===== src/rtl/input_buffer_pkg.sv =====
// Shared constants for the router input buffer: default flit width, FIFO depth
// and the packet FSM state encodings.
package input_buffer_pkg;
  localparam int TAM_FLIT     = 16;
  localparam int BUFFER_DEPTH = 4;

  localparam logic [2:0] IB_IDLE     = 3'd0;
  localparam logic [2:0] IB_HEADER   = 3'd1;
  localparam logic [2:0] IB_SEND_HDR = 3'd2;
  localparam logic [2:0] IB_SIZE     = 3'd3;
  localparam logic [2:0] IB_PAYLOAD  = 3'd4;
  localparam logic [2:0] IB_END      = 3'd5;
endpackage


===== src/rtl/input_buffer_flit_fifo.sv =====
// Circular flit RAM with wrapping pointers, occupancy count, registered credit
// and a sticky overflow flag for pushes attempted while full.
module flit_fifo
  import input_buffer_pkg::*;
#(
  parameter int WIDTH = TAM_FLIT,
  parameter int DEPTH = BUFFER_DEPTH
) (
  input  logic             i_clk,
  input  logic             i_rst,
  input  logic             rx,
  input  logic [WIDTH-1:0] din,
  input  logic             pop,
  output logic [WIDTH-1:0] dout,
  output logic             empty,
  output logic             credit,
  output logic             ovf
);
  localparam int AW = $clog2(DEPTH);
  localparam logic [AW:0]   FULL_CNT = (AW+1)'(DEPTH);
  localparam logic [AW:0]   CNT_ONE  = (AW+1)'(1);
  localparam logic [AW-1:0] PTR_ONE  = AW'(1);

  logic [WIDTH-1:0] ram [DEPTH];
  logic [AW-1:0]    wr_ptr, rd_ptr;
  logic [AW:0]      count, count_nxt;
  logic             full, push;

  assign full  = (count == FULL_CNT);
  assign empty = (count == '0);
  assign push  = rx & ~full;
  assign dout  = ram[rd_ptr];

  always_comb begin
    count_nxt = count;
    if (push && !pop)      count_nxt = count + CNT_ONE;
    else if (pop && !push) count_nxt = count - CNT_ONE;
  end

  // Credit looks at the post-edge count so it already reflects this cycle's push/pop.
  always_ff @(posedge i_clk) begin
    if (i_rst) begin
      wr_ptr <= '0;
      rd_ptr <= '0;
      count  <= '0;
      credit <= 1'b1;
      ovf    <= 1'b0;
    end else begin
      if (push) wr_ptr <= wr_ptr + PTR_ONE;
      if (pop)  rd_ptr <= rd_ptr + PTR_ONE;
      count  <= count_nxt;
      credit <= (count_nxt != FULL_CNT);
      if (rx && full) ovf <= 1'b1;
    end
  end

  always_ff @(posedge i_clk) begin
    if (push) ram[wr_ptr] <= din;
  end
endmodule


===== src/rtl/input_buffer.sv =====
// NoC router input port: buffers flits, raises a routing request per packet
// header, then streams header, size and payload flits to the crossbar.
module input_buffer #(
  parameter int TAM_FLIT = input_buffer_pkg::TAM_FLIT,
  parameter int DEPTH    = input_buffer_pkg::BUFFER_DEPTH
) (
  input  logic                i_clk,
  input  logic                i_rst,
  input  logic                i_rx,
  input  logic [TAM_FLIT-1:0] i_data_in,
  output logic                o_credit,
  output logic                o_h,
  input  logic                i_ack_h,
  output logic                o_data_av,
  output logic [TAM_FLIT-1:0] o_data,
  input  logic                i_data_ack,
  output logic                o_sender,
  output logic                o_ovf
);
  import input_buffer_pkg::*;

  localparam logic [TAM_FLIT-1:0] FLIT_ONE = TAM_FLIT'(1);

  logic [2:0]          state, state_nxt;
  logic [TAM_FLIT-1:0] pay_cnt;
  logic                empty, pop;

  flit_fifo #(.WIDTH(TAM_FLIT), .DEPTH(DEPTH)) u_fifo (
    .i_clk  (i_clk),
    .i_rst  (i_rst),
    .rx     (i_rx),
    .din    (i_data_in),
    .pop    (pop),
    .dout   (o_data),
    .empty  (empty),
    .credit (o_credit),
    .ovf    (o_ovf)
  );

  // Sender is decoded from the streaming states so a reset drops it on the next cycle.
  assign o_h       = (state == IB_HEADER);
  assign o_sender  = (state == IB_SEND_HDR) || (state == IB_SIZE) || (state == IB_PAYLOAD);
  assign o_data_av = o_sender & ~empty;
  assign pop       = o_data_av & i_data_ack;

  always_comb begin
    state_nxt = state;
    case (state)
      IB_IDLE:     if (!empty) state_nxt = IB_HEADER;
      IB_HEADER:   if (i_ack_h) state_nxt = IB_SEND_HDR;
      IB_SEND_HDR: if (pop) state_nxt = IB_SIZE;
      IB_SIZE:     if (pop) state_nxt = (o_data == '0) ? IB_END : IB_PAYLOAD;
      IB_PAYLOAD:  if (pop && pay_cnt == FLIT_ONE) state_nxt = IB_END;
      IB_END:      state_nxt = IB_IDLE;
      default:     state_nxt = IB_IDLE;
    endcase
  end

  always_ff @(posedge i_clk) begin
    if (i_rst) begin
      state   <= IB_IDLE;
      pay_cnt <= '0;
    end else begin
      state <= state_nxt;
      if (pop && state == IB_SIZE)         pay_cnt <= o_data;
      else if (pop && state == IB_PAYLOAD) pay_cnt <= pay_cnt - FLIT_ONE;
    end
  end
endmodule

===== config.mk =====
export PLATFORM = sky130hd
export DESIGN_NAME = input_buffer
export DESIGN_NICKNAME = d
export VERILOG_FILES = /design/src/rtl/input_buffer_pkg.sv /design/src/rtl/input_buffer_flit_fifo.sv /design/src/rtl/input_buffer.sv
export SDC_FILE = /design/constraint.sdc
export NUM_CORES = 1
export LEC_CHECK = 0
export ABC_CLOCK_PERIOD_IN_PS = 3200
export BUFFER_PORTS_ARGS = -buffer_cell sky130_fd_sc_hd__buf_2
export CAP_MARGIN = 20
export CORE_UTILIZATION = 30
export CTS_CLUSTER_DIAMETER = 200
export DETAILED_ROUTE_END_ITERATION = 8
export MAX_ROUTING_LAYER = met4
export PLACE_DENSITY = 0.42
export SYNTH_ARGS = -nofsm -noshare
export SYNTH_HDL_FRONTEND = slang
export SYNTH_HIERARCHICAL = 1
export SYNTH_SLANG_ARGS = --single-unit
export TNS_END_PERCENT = 20

===== constraint.sdc =====
create_clock -name i_clk -period 3.2 [get_ports i_clk]
set_input_delay 0.64 -clock i_clk [delete_from_list [all_inputs] [get_ports i_clk]]
set_output_delay 0.64 -clock i_clk [all_outputs]
set_load 0.01 [all_outputs]

# [Word level (Yosys, flattened, before mapping)]
# Memories as Yosys holds them, arrays and structs flattened. A register that Yosys moved wholly into a read port is not among the register bits.
# Index checks and enable logic that the tools add are counted.
[word_totals] reg_bits=28 mem_bits_rw=64 inputBits=21 out_inout_bits=21 elab_cells=60 mem_count=1
[mem_list] memory="u_fifo.ram" words=4 width=16 read_ports=1 rd_ports_with_merged_regs=1 wr=1 line="input_buffer_flit_fifo.sv:24" source="logic [WIDTH-1:0] ram [DEPTH];"
[classes] add_sub_neg=5 n_eq_ne=12 muxes=15 bitwise=5 reduce_logical=15
[ops] operator="$mux 16" count=2
[ops] operator="$mux 3" count=7
[ops] operator="$eq 16x1->1 const B" count=1
[ops] operator="$logic_not 16->1" count=1
[ops] operator="$sub 16x1->16 const B" count=1
[ops] operator="$pmux 3 s5" count=1
[ops] operator="$ne 2x2->1 const B" count=4
[ops] operator="$eq 3x2->1 const B" count=2
[ops] operator="$eq 3x3->1 const B" count=2
[ops] operator="$logic_and 1x1->1" count=6
[ops] operator="$logic_not 3->1" count=2
[ops] operator="$reduce_and 5->1" count=1
[ops] operator="$add 2x1->2 const B" count=2
[ops] operator="$mux 2" count=2
[ops] operator="$add 3x1->3 const B" count=1
[ops] operator="$and 1x1->1" count=3
[ops] operator="$eq 3x1->1 const B" count=1
[ops] operator="$mux 1" count=3
[ops] operator="$ne 3x3->1 const B" count=1
[ops] operator="$sub 3x1->3 const B" count=1
[ops] operator="$logic_not 1->1" count=2
[ops] operator="$logic_or 1x1->1" count=2
[ops] operator="$ne 2x1->1 const B" count=1
[ops] operator="$not 1->1" count=2
[ops] operator="$reduce_bool 2->1" count=1

# [Depth between registers and ports, before layout]
# Gate-level depths: netlist of the first run.
[logic_depth] depth_word=9 ltp_mapped=10 depth_no_buf=8

# [By module]
# Netlist of the first run, hierarchy kept.
[by_module_without_submodules] module="flit_fifo" n_inst=1 cells_each=149 area_each_um2=2962.8 seq_area_each_um2=2142.1
[by_module_without_submodules] module="input_buffer" n_inst=1 cells_each=177 area_each_um2=1435.1 seq_area_each_um2=380.4

# [Worst setup path before layout of the first run]
# No wires, ideal clock.
[synth_path] kind="reg-to-reg" from="reg u_fifo.count[0]" to="reg u_fifo.credit" setup_time_ps=134 t_arrival_ps=2020 t_required_ps=3066 slack_ps=1046 stages_incl_launch_ff=11 n_path_buf=2 period_less_slack_ps=2154 cell_sequence="dfxtp_1 -> inv_1 -> ha_1 -> nor2b_1 -> nand2b_1 -> buf_2 -> nor2_1 -> buf_4 -> nand3b_1 -> a211oi_1 -> o32ai_2"
[synth_via] elab_chain_cells=8 word_cells_on_any_way=16 classes_between="add/sub (2); eq/ne (2); mux (2); bitwise (5); reduce/logical (5)"
[synth_rtl] item="from (decl)" line="input_buffer_flit_fifo.sv:26" source="logic [AW:0] count, count_nxt;"
[synth_rtl] item="from (signal assigned)" line="input_buffer_flit_fifo.sv:51" source="count <= count_nxt;"
[synth_rtl] item="$logic_not 3->1 (*)" line="input_buffer_flit_fifo.sv:30" source="assign empty = (count == '0);"
[synth_rtl] item="via empty" line="input_buffer.sv:26" source="logic empty, pop;"
[synth_rtl] item="$not 1->1 (*)" line="input_buffer.sv:43" source="assign o_data_av = o_sender & ~empty;"
[synth_rtl] item="$and 1x1->1 (*)" line="input_buffer.sv:43"
[synth_rtl] item="$and 1x1->1 (*)" line="input_buffer.sv:44" source="assign pop = o_data_av & i_data_ack;"
[synth_rtl] item="via pop" line="input_buffer.sv:26"
[synth_rtl] item="$logic_and 1x1->1 or $logic_not 1->1 (tied branches)" line="input_buffer_flit_fifo.sv:37, input_buffer_flit_fifo.sv:36"
[synth_rtl] item="$mux 3 or $logic_and 1x1->1 (tied branches)" line="input_buffer_flit_fifo.sv:37, input_buffer_flit_fifo.sv:36"
[synth_rtl] item="$mux 3 (*)" line="input_buffer_flit_fifo.sv:36" source="if (push && !pop) count_nxt = count + CNT_ONE;"
[synth_rtl] item="$ne 3x3->1 (*)" line="input_buffer_flit_fifo.sv:52" source="credit <= (count_nxt != FULL_CNT);"
[synth_rtl] item="to (signal assigned)" line="input_buffer_flit_fifo.sv:52"
[synth_rtl] item="to (decl)" line="input_buffer_flit_fifo.sv:16" source="output logic credit,"
# The timed path passes the listed nets; every way through them passes the cells marked *.
# A chain may end at the register's enable or synchronous reset.

# [Worst setup path after layout of the first run]
# Same ends and word-level chain as after synthesis.

==> results of run 1 <==
==> path summary, 6_finish.rpt <==
path                              start                       end
min             u_fifo/ovf$_SDFFE_PP0P_   u_fifo/ovf$_SDFFE_PP0P_
max reg2reg  u_fifo/count[0]$_SDFF_PP0_  u_fifo/credit$_SDFF_PP1_
min reg2reg     u_fifo/ovf$_SDFFE_PP0P_   u_fifo/ovf$_SDFFE_PP0P_
max          u_fifo/count[0]$_SDFF_PP0_  u_fifo/credit$_SDFF_PP1_
==> cell usage in the layout (no fill, tap or decap), types with 4 or more instances in the layout <==
cell type	Yosys	routed
sky130_fd_sc_hd__edfxtp_1	64	64
sky130_fd_sc_hd__buf_2	5	41
sky130_fd_sc_hd__dfxtp_1	30	30
sky130_fd_sc_hd__a21oi_1	21	21
sky130_fd_sc_hd__nor2_1	20	20
sky130_fd_sc_hd__inv_1	16	16
sky130_fd_sc_hd__mux4_2	16	16
sky130_fd_sc_hd__buf_4	6	11
sky130_fd_sc_hd__ha_1	9	9
sky130_fd_sc_hd__clkbuf_16	0	9
sky130_fd_sc_hd__nand2_1	8	8
sky130_fd_sc_hd__o21ai_0	8	8
sky130_fd_sc_hd__nor4_1	7	7
sky130_fd_sc_hd__o32ai_1	6	6
sky130_fd_sc_hd__nand3_1	6	6
sky130_fd_sc_hd__nor3_1	5	5
sky130_fd_sc_hd__and2_1	5	5
sky130_fd_sc_hd__nand4_1	5	5
sky130_fd_sc_hd__nand2b_1	4	4
sky130_fd_sc_hd__o21ai_2	4	4
sky130_fd_sc_hd__nor2b_1	4	4
sky130_fd_sc_hd__a22oi_1	4	4
==> critical path: stages (launching register included) <==
cell and delay, ns:
sky130_fd_sc_hd__dfxtp_1 0.36, sky130_fd_sc_hd__inv_1 0.11, sky130_fd_sc_hd__ha_1 0.29, sky130_fd_sc_hd__nor2b_1 0.28, sky130_fd_sc_hd__nand2b_1 0.43, sky130_fd_sc_hd__nor2_1 0.08, sky130_fd_sc_hd__buf_4 0.20, sky130_fd_sc_hd__or3b_1 0.37
sky130_fd_sc_hd__mux2i_1 0.18, sky130_fd_sc_hd__o32ai_2 0.09
==> state kept, by name, summed over array words and instances, names as in the netlist, named ones only <==
| register | count |
|---|---|
| state | 3 |
| u_fifo/wr_ptr | 2 |
| u_fifo/rd_ptr | 2 |
| pay_cnt | 16 |
| u_fifo/ovf | 1 |
| u_fifo/credit | 1 |
| u_fifo/ram | 64 |
| u_fifo/count | 3 |
==> cells by family after synthesis <==
family	share of synthesized area
simple gates	0.1255
compound gates	0.1289
flops	0.5735
fa+ha+maj	0.02561
xor+xnor	0.009959
mux	0.09132
buf+inv	0.04523
==> metal layers <==
layer	share of wire	wire, microns
met1	0.48	4860
met2	0.46	4691
met3	0.036	367
met4	0.024	242
met5	0	0
==> power breakdown <==
| part | total, mW | switching, mW | internal (mW) | leakage (nW) |
|---|---|---|---|---|
| sequential | 1.39 | 0.0311 | 1.36 | 0.831 |
| clock | 1.03 | 0.488 | 0.540 | 0.135 |
| combinational | 0.319 | 0.192 | 0.127 | 0.805 |
==> metrics by stage <==
step	setup slack, ns	instances	instance area [sq um]	power, mW	utilization
global route	0.4787	554	5055	2.858	0.3586
detailed placement	0.6818	538	4772	1.739	0.3385
floorplan	1.046	326	4398	1.623	-
CTS	0.6618	554	5055	2.776	0.3586
finish	0.6807	554	5055	2.733	0.3586
global placement	0.7529	538	4772	1.737	0.3385
==> cell type report <==
type	count	share of cell area
Clock buffer	10	0.04530
Clock inverter	6	0.01064
Inverter	16	0.01188
Multi-Input combinational cell	196	0.3317
Sequential cell	94	0.4990
Tap cell	180	0.04455
Timing Repair Buffer	52	0.05693
==> parameters.txt, run 1 <==
Parameter                              Value

Floorplanning
  Die height    roughly 120 microns
  FP Rows    43
  I/O pin count    42
  Core ar.    ~0.014 sq mm
  Die outline width    ~120 microns
  Die footprint    about 0.015 sq mm
  Initial core utilization    0.3120

Timing
  Number of hold violations in the final report    0
  Final worst clock skew    about 0.008 ns
  Final cycle utilization of the critical path    0.7873
  Setup repair after global routing missed its margin    no
  Minimum clock period after layout    between 2 and 3 ns
  Headroom to the max-slew limit    0.5605
  Sum of negative setup slack    0 ns
  Highest clock rate    a little under 400 MHz
  Slew of the pin with the lowest slew margin    0.6539 ns
  Final worst hold slack    0.4941 ns
  Count of final setup violators    0
  Final-report max-slew violation count    0

Synthesis
  Yosys synthesis warning count    6
  Cell area after technology mapping    0.004398 sq mm
  Count of unique library cells instantiated by Yosys    71
  Instance count of the mapped netlist    ~330
  Predominant post-synthesis flop cell    sky130_fd_sc_hd__edfxtp_1
  Net count after synthesis    around 360
  Sequential-to-total area share from yosys stat    0.5735
  Leading area contributor after synthesis    sky130_fd_sc_hd__edfxtp_1
  Most repeated cell in the gate-level netlist after synthesis    sky130_fd_sc_hd__edfxtp_1
  Leading post-synthesis cells by cell area    sky130_fd_sc_hd__edfxtp_1, sky130_fd_sc_hd__dfxtp_1, sky130_fd_sc_hd__mux4_2
  Synth top cells by count    sky130_fd_sc_hd__edfxtp_1, sky130_fd_sc_hd__dfxtp_1, sky130_fd_sc_hd__a21oi_1
  Synth top area share    0.4370
  Count of flip-flops with a built-in enable after synthesis    64
  Proportion of register bits with asynchronous set or reset after synthesis    0
  Register bit count reported by yosys    94
  Avg Inst Size Synth    ~13 sq um

Clock network
  Cts bufs inserted    9
  Buffers inserted during post-CTS setup optimization    0
  Depth of the CTS H-tree    3
  CTS tree    built
  Clock transition time at the flip-flop clock pins of the worst setup and hold paths    ~0.070 ns
  Longest Clk Path Bufs    2
  Clock latency on the worst-skew pair    0.35 ns
  CTS Sinks    94
  Post-cts sizing count    0
  Hold bufs inserted after CTS    0
  Clock Root Buffer    sky130_fd_sc_hd__clkbuf_16

Detailed routing
  Via count    roughly 2,900
  Detailed-route wire length per cell    18.34 microns
  DRC Markers    0
  Count of nets left with antenna violations after detail routing    0
  Routed vias/inst    between 5 and 6
  Drt first-iter violations    170
  TritonRoute pass-1 iters    4
  Routed WL    around 10,000 microns

Worst setup path
  Worst reg2reg path depth    9
  Critical path start-end classification    register to register
  Required arrival time at the worst endpoint    3.42 ns
  CP max FO    13
  Signal arrival time at the worst endpoint    2.74 ns
  Critical Path Source Type    register
  Setup slack, reg-to-reg    0.68 ns
  Worst setup EP type    register

Placed design
  Routability congestion estimate    between 0.7 and 0.8
  HPWL after detailed placement    6839 microns
  Number of port buffers    41

Global route
  Global-route congestion overflow total    0
  First-pass GRT wire length    16,050 microns
  Number of antenna violations at the first check in global routing    0
  Total Routing Usage GR    0.1510
  Global routing usage on met3    0.02491
  Pin count of the biggest net entering global routing    25
  Via count of the first global-routing pass    between 2,000 and 3,000
  Met2 routing resource usage after global routing    0.2272
  Busiest layer in global routing    met2
  Met1 Use GR    0.1976

Power and ir drop
  Leakage power total    around 1.8 nW
  Pwr/cell area    roughly 540 mW/mm^2
  VDD IR-drop max    0.0002256 V

Min path
  Classification of the worst-slack hold path    register to register
  WHS Path Cells    2

Final layout
  Share of final-layout standard cells stronger than drive strength 1    0.2861
  Area occupied by multi-input gates    ~0.0017 sq mm
  Seq. cell area    about 0.0025 sq mm
  Total of fill cells in the finished design    between 1,000 and 1,500
  Antenna Cells    0
  Area Growth Syn to Fin    14.94%
  Final layout net count    about 400

Status
  Status    finished clean

Run
  Max-cap violation count    0
Power figures use the tool's default switching activity.
==> run 2, diff against run 1 <==
ABC_CLOCK_PERIOD_IN_PS = 2600   (was 3200)
clock period = 2.6 ns   (was 3.2 ns; I/O delays follow)
==> run 2 against run 1 <==
Sequential share of layout area decreased by 0.38 points. Critical endpoint is now pay_cnt[9]$_SDFFE_PP0P_. Design area increased by 0.77%. Global-route usage increased by 0.20 points. Critical path depth decreased by 1. Utilization increased by 0.28 points. Combinational power increased by 26%. Register-to-register slack got worse by 0.38 ns. Die area unchanged.
==> parameters.txt, run 2 (synthesized netlist as in run 1, its figures left out) <==
Parameter                              Value

Power and ir drop
  Pwr/cell area    654.8 mW/mm^2 (+21%)
  Switching power as a share of total power    0.2548 (-0.005043)
  VDD IR-drop max    0.0003453 V (+53%)
  Combinational cell fraction of total power    0.120 (+0.003)
  Cell-internal power    2.486 mW (+23%)
  Leakage power total    1.797 nW (+1.5%)
  Net Sw Power    849.9 uW (+20%)
  Part of the power in registers    0.512 (+0.004)
  Clock power frac    0.368 (-0.008)

Detailed routing
  Via count    2,856 (unchanged)
  Highest layer used for signal routing    met4
  Routed length on met2    4932 microns (+5.1%)
  Detailed-route wire length per cell    18.28 microns (-0.33%)
  Met3 wire len    534 microns (+46%)
  Routed WL    10,200 microns (+0.39%)
  DRC Markers    0 (unchanged)
  Length of routed wiring on met1    4627 microns (-4.8%)
  TritonRoute pass-1 iters    5 (+1)
  Drt first-iter violations    253 (+49%)
  Count of nets left with antenna violations after detail routing    0 (unchanged)
  Routed vias/inst    5.118 (-0.72%)

Global route
  First-pass GRT wire length    16,300 microns (+1.6%)
  Pin count of the biggest net entering global routing    22 (-12%)
  Number of antenna violations at the first check in global routing    0 (unchanged)
  Global-route congestion overflow total    0 (unchanged)
  Total Routing Usage GR    0.1529 (+0.001961)
  Via count of the first global-routing pass    2,841 (+0.67%)

Final layout
  Highest-count cells in the layout ignoring fill and taps    sky130_fd_sc_hd__edfxtp_1, sky130_fd_sc_hd__buf_2, sky130_fd_sc_hd__dfxtp_1
  Antenna Cells    0 (unchanged)
  Area Growth Syn to Fin    15.82%
  Total of fill cells in the finished design    1,402 (-0.64%)
  Area occupied by multi-input gates    0.001677 sq mm (unchanged)
  Final Cell Area    0.005094 sq mm (+0.77%)
  Largest registers ranked by flip-flop count    u_fifo/ram: 64 flops, pay_cnt: 16 flops
  Post-route core utilization    0.3614 (+0.002752)
  Share of final-layout standard cells stronger than drive strength 1    0.2937 (+0.007555)
  Register with the most flip-flops    u_fifo/ram
  Max reg flops    64 (unchanged)
  Leading cell type in the layout, fill and taps excluded    sky130_fd_sc_hd__edfxtp_1
  Seq. cell area    0.002522 sq mm (unchanged)
  Final layout net count    404 (+1.3%)
  Post-layout instance count excluding filler cells    558 (+0.72%)

Worst setup path
  Worst reg2reg path depth    8 (-1)
  CP max FO    6 (-7)
  Critical Path Source Type    register
  Signal arrival time at the worst endpoint    2.56 ns (-0.18 ns)
  Ordered list of cells on the worst path    inv_1, ha_1, nor2b_1, nand2b_1, nor2_1, buf_4, o21ai_2, a221oi_2
  Standard cell with the maximum stage delay on the critical path    sky130_fd_sc_hd__dfxtp_1
  Worst reg2reg startpoint    u_fifo/count[0]$_SDFF_PP0_
  Critical Path Start    u_fifo/count[0]$_SDFF_PP0_
  Worst setup EP type    register
  CP peak stage delay    0.42 ns (about the same)
  Capture point of the worst reg-to-reg path    pay_cnt[9]$_SDFFE_PP0P_
  Critical Path End    pay_cnt[9]$_SDFFE_PP0P_
  Setup slack, reg-to-reg    0.30 ns (-0.38 ns)
  Required arrival time at the worst endpoint    2.85 ns (-0.57 ns)
  Critical path start-end classification    register to register

Clock network
  Post-cts sizing count    0 (unchanged)
  CTS tree    built
  Clock transition time at the flip-flop clock pins of the worst setup and hold paths    0.07 ns (about the same)
  Longest Clk Path Bufs    2 (unchanged)
  Depth of the CTS H-tree    3 (unchanged)
  Buffers inserted during post-CTS setup optimization    0 (unchanged)
  CTS Sinks    94 (unchanged)
  Hold bufs inserted after CTS    0 (unchanged)
  Cts bufs inserted    9 (unchanged)
  Clock Root Buffer    sky130_fd_sc_hd__clkbuf_16
  Clock latency on the worst-skew pair    0.34 ns (about the same)

Min path
  Classification of the worst-slack hold path    input pin to register

Timing
  Final worst hold slack    0.3892 ns (-0.1050 ns)
  Final cycle utilization of the critical path    0.8849 (+0.09764)
  Count of final setup violators    0 (unchanged)
  Minimum clock period after layout    2.301 ns (-0.2185 ns)
  Number of hold violations in the final report    0 (unchanged)
  Final-report max-slew violation count    0 (unchanged)
  Slew of the pin with the lowest slew margin    0.6815 ns (+0.02763 ns)
  Headroom to the max-slew limit    0.5456 (-0.01485)
  Highest clock rate    434.6 MHz (+9.5%)
  Final worst clock skew    0.006690 ns (-0.001401 ns)
  Sum of negative setup slack    0 ns (unchanged)
  Setup repair after global routing missed its margin    no

Placed design
  Number of placed instances, taps included    543 (+0.93%)
  Routability congestion estimate    0.7525 (-5.6%)
  Number of port buffers    41 (unchanged)
  HPWL after detailed placement    6979 microns (+2.1%)
  Cell area reported after detailed placement    0.004822 sq mm (+1.0%)

Floorplanning
  Die footprint    0.01515 sq mm (unchanged)
  Die outline width    123.1 microns (unchanged)
  I/O pin count    42 (unchanged)
  Initial core utilization    0.3120 (unchanged)
  FP Rows    43 (unchanged)
  Core ar.    0.01410 sq mm (unchanged)
  Die height    123.1 microns (unchanged)

Run
  Max-cap violation count    0 (unchanged)

Status
  Status    finished clean
==> run 2: area by class of cell <==
type	count	share of cell area
timing repair buffer	57	0.06632
clock inverter	6	0.009089
tap	180	0.04422
multi-input combinational	196	0.3292
sequential	94	0.4952
inverter	16	0.01179
clock buffer	9	0.04422
==> run 2: worst min-delay path by stage <==
stage / to / startpoint / slack, ns / cells after the start
after floorplan: pay_cnt[14]$_SDFFE_PP0P_ / pay_cnt[14]$_SDFFE_PP0P_ / 0.47 / 2
after CTS: u_fifo/ram[3][4]$_DFFE_PP_ / i_data_in[4] / 0.37 / 1
final: u_fifo/ram[2][8]$_DFFE_PP_ / i_data_in[8] / 0.39 / 1
after global routing: u_fifo/ram[2][6]$_DFFE_PP_ / i_data_in[6] / 0.38 / 1
after detailed placement: u_fifo/ovf$_SDFFE_PP0P_ / u_fifo/ovf$_SDFFE_PP0P_ / 0.47 / 2
after global placement: u_fifo/ovf$_SDFFE_PP0P_ / u_fifo/ovf$_SDFFE_PP0P_ / 0.48 / 2
==> run 2: per-layer routing <==
layer / track usage / vias up
met3: 0.03459 / 9
met4: 0.05422 / 0
met2: 0.2405 / 76
li1: - / 1371
met5: - / -
met1: 0.1938 / 1400
==> run 2: metrics by stage <==
step                setup slack [ns]  total power [mW]
floorplan                     0.4463             1.998
global placement              0.3311             2.146
detailed placement            0.3327             2.150
CTS                           0.3164             3.397
global route                  0.1262             3.488
finish                        0.2992             3.335
==> run 2: critical path: cells and delay by family, from the launching register on <==
kind,cells,cell delay (ns)
fa+ha+maj,1,0.29
simple gates,3,0.81
compound gates,2,0.34
flops,1,0.42
buf+inv,2,0.35
==> run 2: power by group through the flow <==
stage	logic, mW	clock network (mW)	registers (mW)
after floorplan	0.274	0	1.72
after global placement	0.407	0	1.74
after detailed placement	0.408	0	1.74
after CTS	0.410	1.28	1.71
after global routing	0.446	1.33	1.72
final	0.401	1.23	1.71
==> run 3, diff against run 2 <==
REMOVE_ABC_BUFFERS = 1   (was not set)
==> run 3 against run 2 <==
Clock skew grew 0.00082 ns. Count of clock-buffer cells in the layout is the same. Combinational power is essentially flat. Non-clock buffer count shrank 2. Sequential share of layout area shrank 0.13 points. Total power grew 2.8%. Flip-flop and latch count is the same. Final cell count shrank 0.18%. Setup slack lost 0.051 ns. Via count is the same. Routed wire length shrank 0.69%. Sequential power is essentially flat. Critical endpoint is now pay_cnt[11]$_SDFFE_PP0P_.
==> parameters.txt, run 3 (synthesized netlist as in run 1, its figures left out) <==
Parameter                              Value

Clock network
  Clock Root Buffer    sky130_fd_sc_hd__clkbuf_16
  Cts bufs inserted    9 (unchanged)
  Depth of the CTS H-tree    3 (unchanged)
  Longest Clk Path Bufs    2 (unchanged)
  Clock transition time at the flip-flop clock pins of the worst setup and hold paths    0.07 ns (about the same)
  CTS Sinks    94 (unchanged)
  Clock latency on the worst-skew pair    0.35 ns (about the same)
  CTS tree    built

Power and ir drop
  Net Sw Power    850.0 uW (about the same)
  Clock power frac    0.385 (+0.017)
  VDD IR-drop max    0.0003919 V (+13%)
  Part of the power in registers    0.498 (-0.014)
  Switching power as a share of total power    0.2478 (-0.006997)
  Cell-internal power    2.580 mW (+3.8%)
  Leakage power total    1.797 nW (about the same)
  Combinational cell fraction of total power    0.116 (-0.004)
  Overall Power    3.430 mW (+2.8%)
  Pwr/cell area    671.6 mW/mm^2 (+2.6%)

Worst setup path
  Capture point of the worst reg-to-reg path    pay_cnt[11]$_SDFFE_PP0P_
  Critical Path End    pay_cnt[11]$_SDFFE_PP0P_
  Critical path start-end classification    register to register
  Worst reg2reg path depth    8 (unchanged)
  CP max FO    11 (+5)
  Worst setup EP type    register
  Worst reg2reg startpoint    u_fifo/count[0]$_SDFF_PP0_
  Critical Path Source Type    register
  Setup slack, reg-to-reg    0.25 ns (-0.05 ns)
  Required arrival time at the worst endpoint    2.86 ns (about the same)
  Signal arrival time at the worst endpoint    2.61 ns (+0.05 ns)
  Critical Path Start    u_fifo/count[0]$_SDFF_PP0_

Floorplanning
  Initial core utilization    0.3120 (unchanged)
  Die height    123.1 microns (unchanged)
  Die outline width    123.1 microns (unchanged)
  I/O pin count    42 (unchanged)
  FP Rows    43 (unchanged)
  Die footprint    0.01515 sq mm (unchanged)
  Core ar.    0.01410 sq mm (unchanged)

Global route
  First-pass GRT wire length    16,080 microns (-1.4%)
  Number of antenna violations at the first check in global routing    0 (unchanged)
  Pin count of the biggest net entering global routing    21 (-4.5%)
  Global-route congestion overflow total    0 (unchanged)
  Via count of the first global-routing pass    2,896 (+1.9%)
  Total Routing Usage GR    0.1493 (-0.003591)

Status
  Status    finished clean

Final layout
  Leading cell type in the layout, fill and taps excluded    sky130_fd_sc_hd__edfxtp_1
  Largest registers ranked by flip-flop count    u_fifo/ram: 64 flops, pay_cnt: 16 flops
  Register with the most flip-flops    u_fifo/ram
  Highest-count cells in the layout ignoring fill and taps    sky130_fd_sc_hd__edfxtp_1, sky130_fd_sc_hd__buf_2, sky130_fd_sc_hd__dfxtp_1
  Antenna Cells    0 (unchanged)
  Post-route core utilization    0.3623 (+0.0009760)
  Final layout net count    402 (-0.50%)
  Max reg flops    64 (unchanged)
  Share of final-layout standard cells stronger than drive strength 1    0.2944 (+0.0007789)
  Area Growth Syn to Fin    16.13%

Detailed routing
  TritonRoute pass-1 iters    7 (+2)
  Detailed-route wire length per cell    18.19 microns (-0.51%)
  Via count    2,856 (unchanged)
  Routed vias/inst    5.127 (+0.18%)
  Routed WL    10,130 microns (-0.69%)
  Drt first-iter violations    153 (-40%)
  DRC Markers    0 (unchanged)
  Count of nets left with antenna violations after detail routing    0 (unchanged)

Min path
  Classification of the worst-slack hold path    input pin to register

Timing
  Setup repair after global routing missed its margin    no
  Sum of negative setup slack    0 ns (unchanged)
  Final cycle utilization of the critical path    0.9044 (+0.01945)
  Count of final setup violators    0 (unchanged)
  Minimum clock period after layout    2.351 ns (+0.05057 ns)
  Highest clock rate    425.3 MHz (-2.2%)
  Headroom to the max-slew limit    0.5520 (+0.006439)
  Final worst clock skew    0.007513 ns (+0.0008231 ns)
  Final-report max-slew violation count    0 (unchanged)
  Number of hold violations in the final report    0 (unchanged)
  Slew of the pin with the lowest slew margin    0.6664 ns (-0.01511 ns)

Placed design
  Routability congestion estimate    0.7370 (-2.1%)
  HPWL after detailed placement    6903 microns (-1.1%)
  Number of port buffers    41 (unchanged)

Run
  Max-cap violation count    0 (unchanged)
-- run 3: layer usage --
layer  share of wire  GRT usage
met1            0.47     0.1982
met2            0.47     0.2265
met3           0.040    0.02537
met4           0.016    0.06175
met5               0          -
-- run 3: power by group through the flow --
| stage | sequential (mW) | combinational (mW) | clock, mW |
|---|---|---|---|
| after floorplan | 1.74 | 0.238 | 0 |
| after global placement | 1.74 | 0.403 | 0 |
| after detailed placement | 1.74 | 0.404 | 0 |
| after CTS | 1.71 | 0.406 | 1.37 |
| after global routing | 1.72 | 0.443 | 1.42 |
| final | 1.71 | 0.400 | 1.32 |
-- run 3: stage by stage --
step | setup WS [ns] | cell area, sq um | instances | hold slack [ns]
4_1_cts | 0.2239 | 5105 | 557 | 0.3793
3_3_place_gp | 0.3142 | 4807 | 541 | 0.4846
5_1_grt | 0.07943 | 5107 | 557 | 0.3930
2_1_floorplan | 0.2173 | 4259 | 306 | 0.4569
3_5_place_dp | 0.2502 | 4807 | 541 | 0.4826
6_report | 0.2486 | 5107 | 557 | 0.3849
-- run 3: worst min path at each step --
stage                              from  cells past startpoint                          to  slack [ns]
2_1_floorplan  pay_cnt[14]$_SDFFE_PP0P_                      2    pay_cnt[14]$_SDFFE_PP0P_        0.46
3_3_place_gp    u_fifo/ovf$_SDFFE_PP0P_                      2     u_fifo/ovf$_SDFFE_PP0P_        0.48
3_5_place_dp    u_fifo/ovf$_SDFFE_PP0P_                      2     u_fifo/ovf$_SDFFE_PP0P_        0.48
4_1_cts                    i_data_in[8]                      1  u_fifo/ram[2][8]$_DFFE_PP_        0.38
5_1_grt                    i_data_in[8]                      1  u_fifo/ram[1][8]$_DFFE_PP_        0.39
6_report                   i_data_in[8]                      1  u_fifo/ram[3][8]$_DFFE_PP_        0.38
-- run 3: what timing repair did --
item	in CTS	in global routing
hold buffers	0	0
buffers inserted	0	0
resized for setup	0	1
setup endpoints to repair	0	1
-- run 3: layout make-up --
cell class	instances	area (sq um)
clock buffers	9	225.2
clock inverters	7	72.57
fillers	1416	8989
inverters	16	60.06
multi-input cells	196	1679
flip-flops and latches	94	2522
well taps	180	225.2
repair buffers	55	322.8
-- run 3: critical path, stage by stage, from the launching register on --
cell and delay (ns):
sky130_fd_sc_hd__dfxtp_1 0.43, sky130_fd_sc_hd__inv_1 0.11, sky130_fd_sc_hd__ha_1 0.28, sky130_fd_sc_hd__nor2b_1 0.20, sky130_fd_sc_hd__nand2b_1 0.19, sky130_fd_sc_hd__buf_4 0.18, sky130_fd_sc_hd__a21oi_4 0.38, sky130_fd_sc_hd__nand2b_1 0.30
sky130_fd_sc_hd__o32ai_1 0.18
